--- config.mk ---
export PLATFORM = sky130hd
export DESIGN_NAME = uart_periph_flat
export DESIGN_NICKNAME = d
export VERILOG_FILES = /design/src/rtl/uart_periph_if.sv /design/src/rtl/uart_periph.sv /design/src/flat_wrapper.sv
export SDC_FILE = /design/constraint.sdc
export NUM_CORES = 1
export LEC_CHECK = 0
export BUFFER_PORTS_ARGS = -buffer_cell sky130_fd_sc_hd__buf_2
export CORE_MARGIN = 2
export CORE_UTILIZATION = 41
export CTS_CLUSTER_SIZE = 12
export DETAILED_ROUTE_END_ITERATION = 8
export PLACE_DENSITY = 0.61
export SYNTH_ARGS = -nofsm -noshare
export SYNTH_HDL_FRONTEND = slang
export SYNTH_SLANG_ARGS = --single-unit
export TNS_END_PERCENT = 50
--- constraint.sdc ---
create_clock -name clk -period 2.7 [get_ports clk]
set_input_delay 0.135 -clock clk [delete_from_list [all_inputs] [get_ports clk]]
set_output_delay 0.135 -clock clk [all_outputs]
set_load 0.1 [all_outputs]
--- src/rtl/uart_periph_if.sv ---
`default_nettype none
// ============================================================================
//  Module      : uart_periph_if
//  Description : Memory-mapped bus link between the system bus mux and the
//                UART peripheral.
//                  uart_valid  request, already address-qualified (mux -> uart)
//                  uart_addr   byte address                          (mux -> uart)
//                  uart_wdata  write data                            (mux -> uart)
//                  uart_wstrb  byte strobes, 0 = read                (mux -> uart)
//                  uart_ready  one-cycle acknowledge                 (uart -> mux)
//                  uart_rdata  read data, valid with uart_ready      (uart -> mux)
//  Revision    : 1.0 - initial release
// ============================================================================
interface uart_periph_if;
    logic        uart_valid;
    logic [31:0] uart_addr;
    logic [31:0] uart_wdata;
    logic [3:0]  uart_wstrb;
    logic        uart_ready;
    logic [31:0] uart_rdata;

    modport master (
        output uart_valid, uart_addr, uart_wdata, uart_wstrb,
        input  uart_ready, uart_rdata
    );

    modport slave (
        input  uart_valid, uart_addr, uart_wdata, uart_wstrb,
        output uart_ready, uart_rdata
    );
endinterface
`default_nettype wire

--- src/rtl/uart_periph.sv ---
`default_nettype none
// ============================================================================
//  Module      : uart_periph
//  Description : Memory-mapped UART with TX FIFO, single-entry RX holding
//                register and programmable baud divisor.
//  Ports       : clk      system clock
//                resetn   asynchronous active-low reset
//                bus      uart_periph_if.slave (valid/addr/wdata/wstrb in,
//                         ready/rdata out)
//                uart_tx  serial output, idle high
//                uart_rx  serial input, asynchronous to clk
//  Registers   : 0 DATA, 1 STATUS, 2 DIV, 3 CTRL (selected by addr[3:2])
//  Options     : UART_LOOPBACK_EN - when defined, CTRL bit0 routes uart_tx
//                into the RX synchronizer.
//  Revision    : 1.0 - initial release
// ============================================================================
module uart_periph #(
    parameter int DEFAULT_DIV   = 104,
    parameter int TX_FIFO_DEPTH = 16
) (
    input  wire          clk,
    input  wire          resetn,
    uart_periph_if.slave bus,
    output logic         uart_tx,
    input  wire          uart_rx
);

    localparam int          c_aw          = $clog2(TX_FIFO_DEPTH);
    localparam logic [15:0] c_default_div = 16'(DEFAULT_DIV);
    localparam logic [15:0] c_min_div     = 16'd4;

    typedef enum logic [1:0] {
        ST_IDLE  = 2'd0,
        ST_START = 2'd1,
        ST_DATA  = 2'd2,
        ST_STOP  = 2'd3
    } state_t;

    // ------------------------------------------------------------------
    // Bus decode. All side effects are qualified with the acknowledge
    // cycle so a held request acts exactly once.
    // ------------------------------------------------------------------
    logic       ready_q, ready_d;
    logic       w_ack;
    logic [1:0] w_reg;
    logic       w_is_write;
    logic       w_data_wr, w_data_rd, w_stat_rd, w_div_wr, w_ctrl_wr;

    assign ready_d    = bus.uart_valid && !ready_q;
    assign w_ack      = ready_q && bus.uart_valid;
    assign w_reg      = bus.uart_addr[3:2];
    assign w_is_write = |bus.uart_wstrb;
    assign w_data_wr  = w_ack && (w_reg == 2'd0) && bus.uart_wstrb[0];
    assign w_data_rd  = w_ack && (w_reg == 2'd0) && !w_is_write;
    assign w_stat_rd  = w_ack && (w_reg == 2'd1) && !w_is_write;
    assign w_div_wr   = w_ack && (w_reg == 2'd2) && (|bus.uart_wstrb[1:0]);
    assign w_ctrl_wr  = w_ack && (w_reg == 2'd3) && bus.uart_wstrb[0];

    // ------------------------------------------------------------------
    // Divisor register
    // ------------------------------------------------------------------
    logic [15:0] div_q, div_d;
    logic [15:0] w_div_new;

    always_comb begin
        w_div_new = div_q;
        if (bus.uart_wstrb[0]) w_div_new[7:0]  = bus.uart_wdata[7:0];
        if (bus.uart_wstrb[1]) w_div_new[15:8] = bus.uart_wdata[15:8];
        div_d = div_q;
        if (w_div_wr) div_d = (w_div_new < c_min_div) ? c_min_div : w_div_new;
    end

    // ------------------------------------------------------------------
    // Control register / loopback select
    // ------------------------------------------------------------------
    logic w_loopback;
    logic w_rx_in;
`ifdef UART_LOOPBACK_EN
    logic loopback_q, loopback_d;
    assign loopback_d = w_ctrl_wr ? bus.uart_wdata[0] : loopback_q;
    assign w_loopback = loopback_q;
    assign w_rx_in    = loopback_q ? uart_tx : uart_rx;
    always_ff @(posedge clk or negedge resetn) begin
        if (!resetn) loopback_q <= 1'b0;
        else         loopback_q <= loopback_d;
    end
`else
    logic w_ctrl_unused;
    assign w_ctrl_unused = w_ctrl_wr;
    assign w_loopback    = 1'b0;
    assign w_rx_in       = uart_rx;
`endif

    // ------------------------------------------------------------------
    // TX FIFO. Extra pointer MSB separates full from empty.
    // ------------------------------------------------------------------
    logic [7:0]    fifo_mem [TX_FIFO_DEPTH];
    logic [c_aw:0] wr_ptr_q, wr_ptr_d, rd_ptr_q, rd_ptr_d;
    logic          w_fifo_empty, w_fifo_full;
    logic          w_tx_pop, w_push, w_drop;
    logic [7:0]    w_fifo_rdata;

    assign w_fifo_empty = (wr_ptr_q == rd_ptr_q);
    assign w_fifo_full  = (wr_ptr_q[c_aw] != rd_ptr_q[c_aw]) &&
                          (wr_ptr_q[c_aw-1:0] == rd_ptr_q[c_aw-1:0]);
    assign w_fifo_rdata = fifo_mem[rd_ptr_q[c_aw-1:0]];
    // A pop in the same cycle frees a slot, so a push while full still lands.
    assign w_push   = w_data_wr && (!w_fifo_full || w_tx_pop);
    assign w_drop   = w_data_wr && w_fifo_full && !w_tx_pop;
    assign wr_ptr_d = w_push   ? wr_ptr_q + {{c_aw{1'b0}}, 1'b1} : wr_ptr_q;
    assign rd_ptr_d = w_tx_pop ? rd_ptr_q + {{c_aw{1'b0}}, 1'b1} : rd_ptr_q;

    always_ff @(posedge clk) begin
        if (w_push) fifo_mem[wr_ptr_q[c_aw-1:0]] <= bus.uart_wdata[7:0];
    end

    // ------------------------------------------------------------------
    // TX state machine. The counter reloads from div_q at every bit
    // boundary, so a divisor change lands on the next bit.
    // ------------------------------------------------------------------
    state_t      tx_state_q, tx_state_d;
    logic [15:0] tx_cnt_q, tx_cnt_d;
    logic [2:0]  tx_bit_q, tx_bit_d;
    logic [7:0]  tx_shift_q, tx_shift_d;
    logic        tx_line_q, tx_line_d;

    always_comb begin
        tx_state_d = tx_state_q;
        tx_cnt_d   = tx_cnt_q;
        tx_bit_d   = tx_bit_q;
        tx_shift_d = tx_shift_q;
        tx_line_d  = tx_line_q;
        w_tx_pop   = 1'b0;
        case (tx_state_q)
            ST_IDLE: begin
                tx_line_d = 1'b1;
                if (!w_fifo_empty) begin
                    w_tx_pop   = 1'b1;
                    tx_shift_d = w_fifo_rdata;
                    tx_cnt_d   = div_q - 16'd1;
                    tx_line_d  = 1'b0;
                    tx_state_d = ST_START;
                end
            end
            ST_START: begin
                if (tx_cnt_q == 16'd0) begin
                    tx_cnt_d   = div_q - 16'd1;
                    tx_bit_d   = 3'd0;
                    tx_line_d  = tx_shift_q[0];
                    tx_state_d = ST_DATA;
                end else begin
                    tx_cnt_d = tx_cnt_q - 16'd1;
                end
            end
            ST_DATA: begin
                if (tx_cnt_q == 16'd0) begin
                    tx_cnt_d = div_q - 16'd1;
                    if (tx_bit_q == 3'd7) begin
                        tx_line_d  = 1'b1;
                        tx_state_d = ST_STOP;
                    end else begin
                        tx_bit_d   = tx_bit_q + 3'd1;
                        tx_shift_d = {1'b0, tx_shift_q[7:1]};
                        tx_line_d  = tx_shift_q[1];
                    end
                end else begin
                    tx_cnt_d = tx_cnt_q - 16'd1;
                end
            end
            ST_STOP: begin
                if (tx_cnt_q == 16'd0) begin
                    // Chain straight into the next start bit when data waits.
                    if (!w_fifo_empty) begin
                        w_tx_pop   = 1'b1;
                        tx_shift_d = w_fifo_rdata;
                        tx_cnt_d   = div_q - 16'd1;
                        tx_line_d  = 1'b0;
                        tx_state_d = ST_START;
                    end else begin
                        tx_line_d  = 1'b1;
                        tx_state_d = ST_IDLE;
                    end
                end else begin
                    tx_cnt_d = tx_cnt_q - 16'd1;
                end
            end
            default: tx_state_d = ST_IDLE;
        endcase
    end

    assign uart_tx = tx_line_q;

    // ------------------------------------------------------------------
    // RX synchronizer and state machine
    // ------------------------------------------------------------------
    logic        rx_sync1_q, rx_sync2_q, rx_prev_q;
    state_t      rx_state_q, rx_state_d;
    logic [15:0] rx_cnt_q, rx_cnt_d;
    logic [2:0]  rx_bit_q, rx_bit_d;
    logic [7:0]  rx_shift_q, rx_shift_d;
    logic        w_rx_deliver, w_frame_evt;

    always_comb begin
        rx_state_d   = rx_state_q;
        rx_cnt_d     = rx_cnt_q;
        rx_bit_d     = rx_bit_q;
        rx_shift_d   = rx_shift_q;
        w_rx_deliver = 1'b0;
        w_frame_evt  = 1'b0;
        case (rx_state_q)
            ST_IDLE: begin
                if (rx_prev_q && !rx_sync2_q) begin
                    rx_cnt_d   = (div_q >> 1) - 16'd1;
                    rx_state_d = ST_START;
                end
            end
            ST_START: begin
                if (rx_cnt_q == 16'd0) begin
                    if (rx_sync2_q) begin
                        rx_state_d = ST_IDLE;
                    end else begin
                        rx_cnt_d   = div_q - 16'd1;
                        rx_bit_d   = 3'd0;
                        rx_state_d = ST_DATA;
                    end
                end else begin
                    rx_cnt_d = rx_cnt_q - 16'd1;
                end
            end
            ST_DATA: begin
                if (rx_cnt_q == 16'd0) begin
                    rx_shift_d = {rx_sync2_q, rx_shift_q[7:1]};
                    rx_cnt_d   = div_q - 16'd1;
                    if (rx_bit_q == 3'd7) rx_state_d = ST_STOP;
                    else                  rx_bit_d   = rx_bit_q + 3'd1;
                end else begin
                    rx_cnt_d = rx_cnt_q - 16'd1;
                end
            end
            ST_STOP: begin
                if (rx_cnt_q == 16'd0) begin
                    rx_state_d   = ST_IDLE;
                    w_rx_deliver = rx_sync2_q;
                    w_frame_evt  = !rx_sync2_q;
                end else begin
                    rx_cnt_d = rx_cnt_q - 16'd1;
                end
            end
            default: rx_state_d = ST_IDLE;
        endcase
    end

    // ------------------------------------------------------------------
    // RX holding register and sticky status
    // ------------------------------------------------------------------
    logic       rx_valid_q, rx_valid_d;
    logic [7:0] rx_byte_q, rx_byte_d;
    logic       overrun_q, overrun_d, drop_q, drop_d, frame_q, frame_d;
    logic       w_rx_pop, w_overrun_evt;

    assign w_rx_pop      = w_data_rd && rx_valid_q;
    assign w_overrun_evt = w_rx_deliver && rx_valid_q && !w_rx_pop;

    always_comb begin
        rx_valid_d = rx_valid_q;
        rx_byte_d  = rx_byte_q;
        if (w_rx_pop) rx_valid_d = 1'b0;
        if (w_rx_deliver && (!rx_valid_q || w_rx_pop)) begin
            rx_valid_d = 1'b1;
            rx_byte_d  = rx_shift_q;
        end
        // Status-read clear loses against an event in the same cycle.
        overrun_d = (w_stat_rd ? 1'b0 : overrun_q) | w_overrun_evt;
        drop_d    = (w_stat_rd ? 1'b0 : drop_q)    | w_drop;
        frame_d   = (w_stat_rd ? 1'b0 : frame_q)   | w_frame_evt;
    end

    // ------------------------------------------------------------------
    // Read data, presented combinationally during the acknowledge cycle
    // so it reflects exactly the state the side effects act on.
    // ------------------------------------------------------------------
    logic [31:0] w_rd_mux;

    always_comb begin
        w_rd_mux = 32'd0;
        case (w_reg)
            2'd0: w_rd_mux = rx_valid_q ? {23'd0, 1'b1, rx_byte_q} : 32'd0;
            2'd1: w_rd_mux = {25'd0, frame_q, drop_q, overrun_q, rx_valid_q,
                              (tx_state_q != ST_IDLE), w_fifo_empty, w_fifo_full};
            2'd2: w_rd_mux = {16'd0, div_q};
            2'd3: w_rd_mux = {31'd0, w_loopback};
            default: w_rd_mux = 32'd0;
        endcase
    end

    assign bus.uart_ready = ready_q;
    assign bus.uart_rdata = ready_q ? w_rd_mux : 32'd0;

    logic w_unused;
    assign w_unused = ^{bus.uart_addr[31:4], bus.uart_addr[1:0],
                        bus.uart_wdata[31:16], bus.uart_wstrb[3:2]};

    // ------------------------------------------------------------------
    // State registers
    // ------------------------------------------------------------------
    always_ff @(posedge clk or negedge resetn) begin
        if (!resetn) begin
            ready_q    <= 1'b0;
            div_q      <= c_default_div;
            wr_ptr_q   <= '0;
            rd_ptr_q   <= '0;
            tx_state_q <= ST_IDLE;
            tx_cnt_q   <= 16'd0;
            tx_bit_q   <= 3'd0;
            tx_shift_q <= 8'd0;
            tx_line_q  <= 1'b1;
            rx_sync1_q <= 1'b1;
            rx_sync2_q <= 1'b1;
            rx_prev_q  <= 1'b1;
            rx_state_q <= ST_IDLE;
            rx_cnt_q   <= 16'd0;
            rx_bit_q   <= 3'd0;
            rx_shift_q <= 8'd0;
            rx_valid_q <= 1'b0;
            rx_byte_q  <= 8'd0;
            overrun_q  <= 1'b0;
            drop_q     <= 1'b0;
            frame_q    <= 1'b0;
        end else begin
            ready_q    <= ready_d;
            div_q      <= div_d;
            wr_ptr_q   <= wr_ptr_d;
            rd_ptr_q   <= rd_ptr_d;
            tx_state_q <= tx_state_d;
            tx_cnt_q   <= tx_cnt_d;
            tx_bit_q   <= tx_bit_d;
            tx_shift_q <= tx_shift_d;
            tx_line_q  <= tx_line_d;
            rx_sync1_q <= w_rx_in;
            rx_sync2_q <= rx_sync1_q;
            rx_prev_q  <= rx_sync2_q;
            rx_state_q <= rx_state_d;
            rx_cnt_q   <= rx_cnt_d;
            rx_bit_q   <= rx_bit_d;
            rx_shift_q <= rx_shift_d;
            rx_valid_q <= rx_valid_d;
            rx_byte_q  <= rx_byte_d;
            overrun_q  <= overrun_d;
            drop_q     <= drop_d;
            frame_q    <= frame_d;
        end
    end

endmodule
`default_nettype wire

--- src/flat_wrapper.sv ---
// flat-port wrapper written by rule: the top's interface ports become plain ports
module uart_periph_flat 
#(
    parameter int DEFAULT_DIV   = 104,
    parameter int TX_FIFO_DEPTH = 16
)
  (clk, resetn, uart_tx, uart_rx, bus_uart_valid, bus_uart_addr, bus_uart_wdata, bus_uart_wstrb, bus_uart_ready, bus_uart_rdata);
  uart_periph_if bus_i ();
  input  wire clk;
  input  wire resetn;
  output logic uart_tx;
  input  wire uart_rx;
  input wire logic [$bits(bus_i.uart_valid)-1:0] bus_uart_valid;
  input wire logic [$bits(bus_i.uart_addr)-1:0] bus_uart_addr;
  input wire logic [$bits(bus_i.uart_wdata)-1:0] bus_uart_wdata;
  input wire logic [$bits(bus_i.uart_wstrb)-1:0] bus_uart_wstrb;
  output wire logic [$bits(bus_i.uart_ready)-1:0] bus_uart_ready;
  output wire logic [$bits(bus_i.uart_rdata)-1:0] bus_uart_rdata;
  assign bus_i.uart_valid = bus_uart_valid;
  assign bus_i.uart_addr = bus_uart_addr;
  assign bus_i.uart_wdata = bus_uart_wdata;
  assign bus_i.uart_wstrb = bus_uart_wstrb;
  assign bus_uart_ready = bus_i.uart_ready;
  assign bus_uart_rdata = bus_i.uart_rdata;
  uart_periph #(.DEFAULT_DIV(DEFAULT_DIV), .TX_FIFO_DEPTH(TX_FIFO_DEPTH)) u_core (.clk(clk), .resetn(resetn), .bus(bus_i), .uart_tx(uart_tx), .uart_rx(uart_rx));
endmodule
# Word level (Yosys, flattened, before mapping)
# Memories as Yosys holds them, arrays and structs flattened.
# Index checks and enable logic that the tools add are counted.
# Widths: inputs -> output; s select.
word_totals:
  output_inout_bits: 34
  ff_bits: 101
  elab_cells: 175
  inputBits: 72
  memories: 1
  mem_bits_rw: 128
memory_table:
  columns: ["name", "words", "word_bits", "rd", "rd_clocked_by_memory_dff", "write_ports", "line", "text"]
  rows:
  - ["u_core.fifo_mem", 16, 8, 1, 0, 1, "uart_periph.sv:97", "logic [7:0] fifo_mem [TX_FIFO_DEPTH];"]
classes:
  eq_ne: 29
  n_reduce_logical: 48
  muxes: 64
  n_addsub: 8
  bitwise_logic: 3
  magnitude_cmp: 1
op_table:
  columns: ["cell", "n"]
  rows:
  - ["$mux 16", 9]
  - ["$pmux 32 s4", 1]
  - ["$pmux 16 s4", 1]
  - ["$mux 8", 6]
  - ["$pmux 16 s3", 1]
  - ["$sub 16x1->16 const B", 3]
  - ["$logic_not 16->1", 2]
  - ["$mux 32", 1]
  - ["$pmux 8 s3", 1]
  - ["$mux 2", 11]
  - ["$mux 3", 7]
  - ["$mux 1", 19]
  - ["$logic_and 1x1->1", 18]
  - ["$ne 2x1->1 const B", 9]
  - ["$lt 16x3->1 const B", 1]
  - ["$pmux 2 s4", 2]
  - ["$sub 15x1->16 const B", 1]
  - ["$reduce_and 5->1", 3]
  - ["$eq 2x2->1 const B", 6]
  - ["$pmux 3 s2", 2]
  - ["$add 5x1->5 const B", 2]
  - ["$ne 2x2->1 const B", 5]
  - ["$mux 9", 1]
  - ["$reduce_and 4->1", 2]
  - ["other kinds (19)", 39]

# Logic depth before layout (Yosys ltp)
depth:
  depth_word: 8
  mapped_depth: 11
  mapped_depth_nobuf: 8

# Worst setup path before layout
# OpenSTA, ideal clock, no wires.
synth_timing:
  path_type: "register to output"
  start: "register u_core.ready_q, in the netlist u_core.bus.uart_ready"
  end: "output bus_uart_rdata[3]"
  stages_incl_launch_ff: 4
  path_slack_ps: -1110
  required_time_ps: 2565
  path_buffers: 2
  arrival_ps: 3675
  cell_sequence: "dfrtp_1 > clkbuf_1 > clkbuf_1 > a21boi_0"
synth_via:
  elab_chain_len: 1
synth_rtl:
  columns: ["element", "line", "text"]
  rows:
  - ["start: declaration", "uart_periph.sv:43", "logic ready_q, ready_d;"]
  - ["start signal: assignment", "uart_periph.sv:330", "ready_q <= ready_d;"]
  - ["$mux 32", "uart_periph.sv:297", "assign bus.uart_rdata = ready_q ? w_rd_mux : 32'd0;"]
  - ["end: declaration", "flat_wrapper.sv:18", "output wire logic [$bits(bus_i.uart_rdata)-1:0] bus_uart_rdata;"]
# Every way passes these cells.

# Worst setup path in the final report
layout_timing:
  start: "register u_core.wr_ptr_q[3]"
  end: "output bus_uart_rdata[0]"
layout_via:
  elab_chain_len: 4
layout_rtl:
  columns: ["element", "line", "text"]
  rows:
  - ["start: declaration", "uart_periph.sv:98", "logic [c_aw:0] wr_ptr_q, wr_ptr_d, rd_ptr_q, rd_ptr_d;"]
  - ["start signal: assignment", "uart_periph.sv:332", "wr_ptr_q <= wr_ptr_d;"]
  - ["$eq 4x4->1", "uart_periph.sv:105", "(wr_ptr_q[c_aw-1:0] == rd_ptr_q[c_aw-1:0]);"]
  - ["$logic_and 1x1->1", "uart_periph.sv:104", "assign w_fifo_full = (wr_ptr_q[c_aw] != rd_ptr_q[c_aw]) &&"]
  - ["$pmux 32 s4", "uart_periph.sv:286", "case (w_reg)"]
  - ["$mux 32", "uart_periph.sv:297", null]
# Every way passes these cells. The select of a mux whose other input is x is not followed.

==> run metrics <==
status completed; # nets final 1169; I/O Buffers 43; Core ar. between 0.02 and 0.03 mm^2; number of global-route vias before repair 8184; setup ws final between 0.1 and 0.15 ns; Critical R2R Capture u_core.fifo_mem[11][2]; Startpoint Class flip-flop; Die Y 175 um; worst hold start bus_uart_wdata[5]; DP Worst Slack about 0.13 ns; DPL Wire Length ~20000 um; layout cells sized above 1 21.0%; Hold Crit Class primary input to flip-flop; Skew-Pair Late Insertion Delay between 0.5 and 0.6 ns; Relative slew margins roughly half; fmax about 390 MHz; Num CTS Buffers 26; CTS Sinks 229; Worst EP arrival 2.43 ns; maximum VDD drop between 500 and 600 uV; Critical Path RT 2.57 ns; Boundary Pins 106; CP Capture Type primary output; ys flop type edfxtp_1; CP Class flip-flop to primary output; register area 0.00638 mm^2; register area share after synthesis between 50% and 60%; number of fill cells 2615; Reg2Reg Depth 8; die area 0.0305 mm^2; number of synthesized flops with an enable pin 128; clk slew on worst S/H paths ~0.06 ns; clk_skew between 0.01 and 0.015 ns; WHS Path Cells 1; crit-path cells xnor2_1 -> nand4_1 -> nor2_1 -> a22oi_1 -> o21ai_0 -> and2_1 -> buf_12; final worst-path cycle share between 90% and 100%; first-pass GRT wire length 46200 um; cell with the most instances after synthesis edfxtp_1; initial core utilization 41.5%; peak per-stage delay on the critical path 0.52 ns; Synth area leader edfxtp_1; pwr/cell area between 800 and 900 mW/mm^2; Avg Cell Area, Syn 12.0 um^2; Std-Cell Rows just over 60; dpl cells 1407; Area Overhead vs Synth 16.1%; final slew viol count 0; DR DRC count 0; Reg2Reg Setup Slack 0.20 ns; Final Core Density 48.2%; DR WL/cell 19.8 um; TritonCTS clock tree done; Diodes inserted 0; Yosys Warn Count 0; vias 8213; Remaining Overflow, GRT 0; worst reg2reg path startpoint u_core.tx_cnt_q[0]; Max-Cap Viols 0; Setup violations, final 0; H-tree Lvls 1; Final Instance Count excl. Fillers between 1000 and 1500; WL final about 29000 um; worst hold endpoint u_core.fifo_mem[2][5]; Root Driver clkbuf_16; RePlAce Congestion 0.866; Hold WS 0.0326 ns; 1st-iter DRT viols 645; Leakage 5.38 nW; most frequent cells after synthesis edfxtp_1, dfrtp_1, nand2_1; largest net degree at the start of global routing 48; Clock Path Buffers 3; vias per cell 5.57; Netlist Area Pre-Place 0.0119 mm^2; Fin. Hold Viols 0; asr flop ratio synth 44.1%; post-synth cell types 79; DR pass1 iterations 5; footprint of the multi-input gates roughly 0.0051 mm^2; post-route ant nets 0; crit path time final roughly 2.6 ns; initial antenna violation count 0; GRT Util Overall 19.2%; cell count after synthesis 993; CP Max Fanout 7; Slowest cell on crit path dfrtp_1; Horiz. Die Dim 175 um; Yosys reg bits 229; largest cells by area after synthesis edfxtp_1, dfrtp_1, mux4_2; worst-margin pin slew 0.734 ns; post-synth top area share between 30% and 40%
## sequential cells by signal (all words and copies together), names as in the netlist, 5 cells and up, named ones only
signal	count
u_core.div_q	16
u_core.fifo_mem	128
u_core.tx_shift_q	8
u_core.rd_ptr_q	5
u_core.rx_shift_q	8
u_core.wr_ptr_q	5
u_core.rx_byte_q	8
u_core.rx_cnt_q	16
u_core.tx_cnt_q	16
## logic make-up (layout without fill, tap and decap cells)
family,after synthesis,count (layout),share of synthesized area (%)
xor+xnor,48,48,3.59
other cells,1,16,0.0314
compound gates,188,188,10.8
simple gates,314,314,14.4
mux,82,82,10.7
flops,229,229,53.5
buf+inv,105,188,4.26
fa+ha+maj,26,26,2.73
## worst max path at each step
stage | endpoint | start | slack [ns] | cells past startpoint
6_report | bus_uart_rdata[0] | u_core.wr_ptr_q[3] | 0.14 | 7
4_1_cts | bus_uart_rdata[0] | u_core.wr_ptr_q[2] | 0.09 | 7
3_5_place_dp | u_core.tx_cnt_q[13] | u_core.tx_cnt_q[0] | 0.13 | 8
3_3_place_gp | u_core.tx_cnt_q[13] | u_core.tx_cnt_q[0] | 0.09 | 8
5_1_grt | u_core.fifo_mem[6][5] | u_core.tx_cnt_q[0] | -0.02 | 8
2_1_floorplan | bus_uart_rdata[7] | u_core.bus.uart_ready | -0.04 | 3
## through the flow
stage          TNS [ns]  power, mW  cell area, um^2
6_report              0       11.6            13800
5_1_grt          -0.140       12.2            13800
4_1_cts               0       11.6            13800
3_5_place_dp          0       7.91            12700
3_3_place_gp          0       7.85            12700
2_1_floorplan   -0.0798       6.92            12000
## where the power goes
part           internal (mW)  total, mW  switching [mW]  leakage, nW
sequential              4.12       4.66           0.543         2.42
combinational           1.26       3.28            2.02         2.53
clock                   2.19       3.64            1.46        0.428
total                   7.57       11.6            4.02         5.38
## repair_timing
action                     CTS  global route
gates resized for setup      0             4
hold endpoints to repair    95             0
hold buffers                19             0
buffers inserted             0             1
setup endpoints to repair    0            16
## cells in the final DEF (no fill, tap or decap), types with 27 or more instances in the layout
cell	synthesis	routed
nand2_1	85	85
mux4_2	33	33
nor3_1	29	27
buf_4	19	52
and3_1	27	27
o21ai_0	42	42
edfxtp_1	128	128
buf_2	16	40
a21oi_1	42	42
dfrtp_1	94	92
nor2_1	52	50
xnor2_1	32	32
## worst max-delay path, delay by kind of cell, from the launching register on
kind            cells  cell delay (ns)
flops               1             0.52
compound gates      2             0.28
xor+xnor            1             0.16
buf+inv             1             0.19
simple gates        3             0.73
## layer usage
| metal | GRT usage (%) | wire length, um | vias to the layer above |
|---|---|---|---|
| met4 | 5.83 | 888 | 0 |
| li1 | - | - | 3875 |
| met2 | 30.4 | 13400 | 224 |
| met1 | 27.7 | 13600 | 4057 |
| met5 | 0 | 0 | - |
| met3 | 2.58 | 1270 | 57 |
## cell type report
type | count | area share [%]
clock buffer | 38 | 5.32
tap | 384 | 3.47
inverter | 24 | 0.651
multi-input combinational | 674 | 37.0
sequential | 229 | 46.1
timing repair buffer | 116 | 6.36
clock inverter | 10 | 1.12
Power figures use the tool's default switching activity.
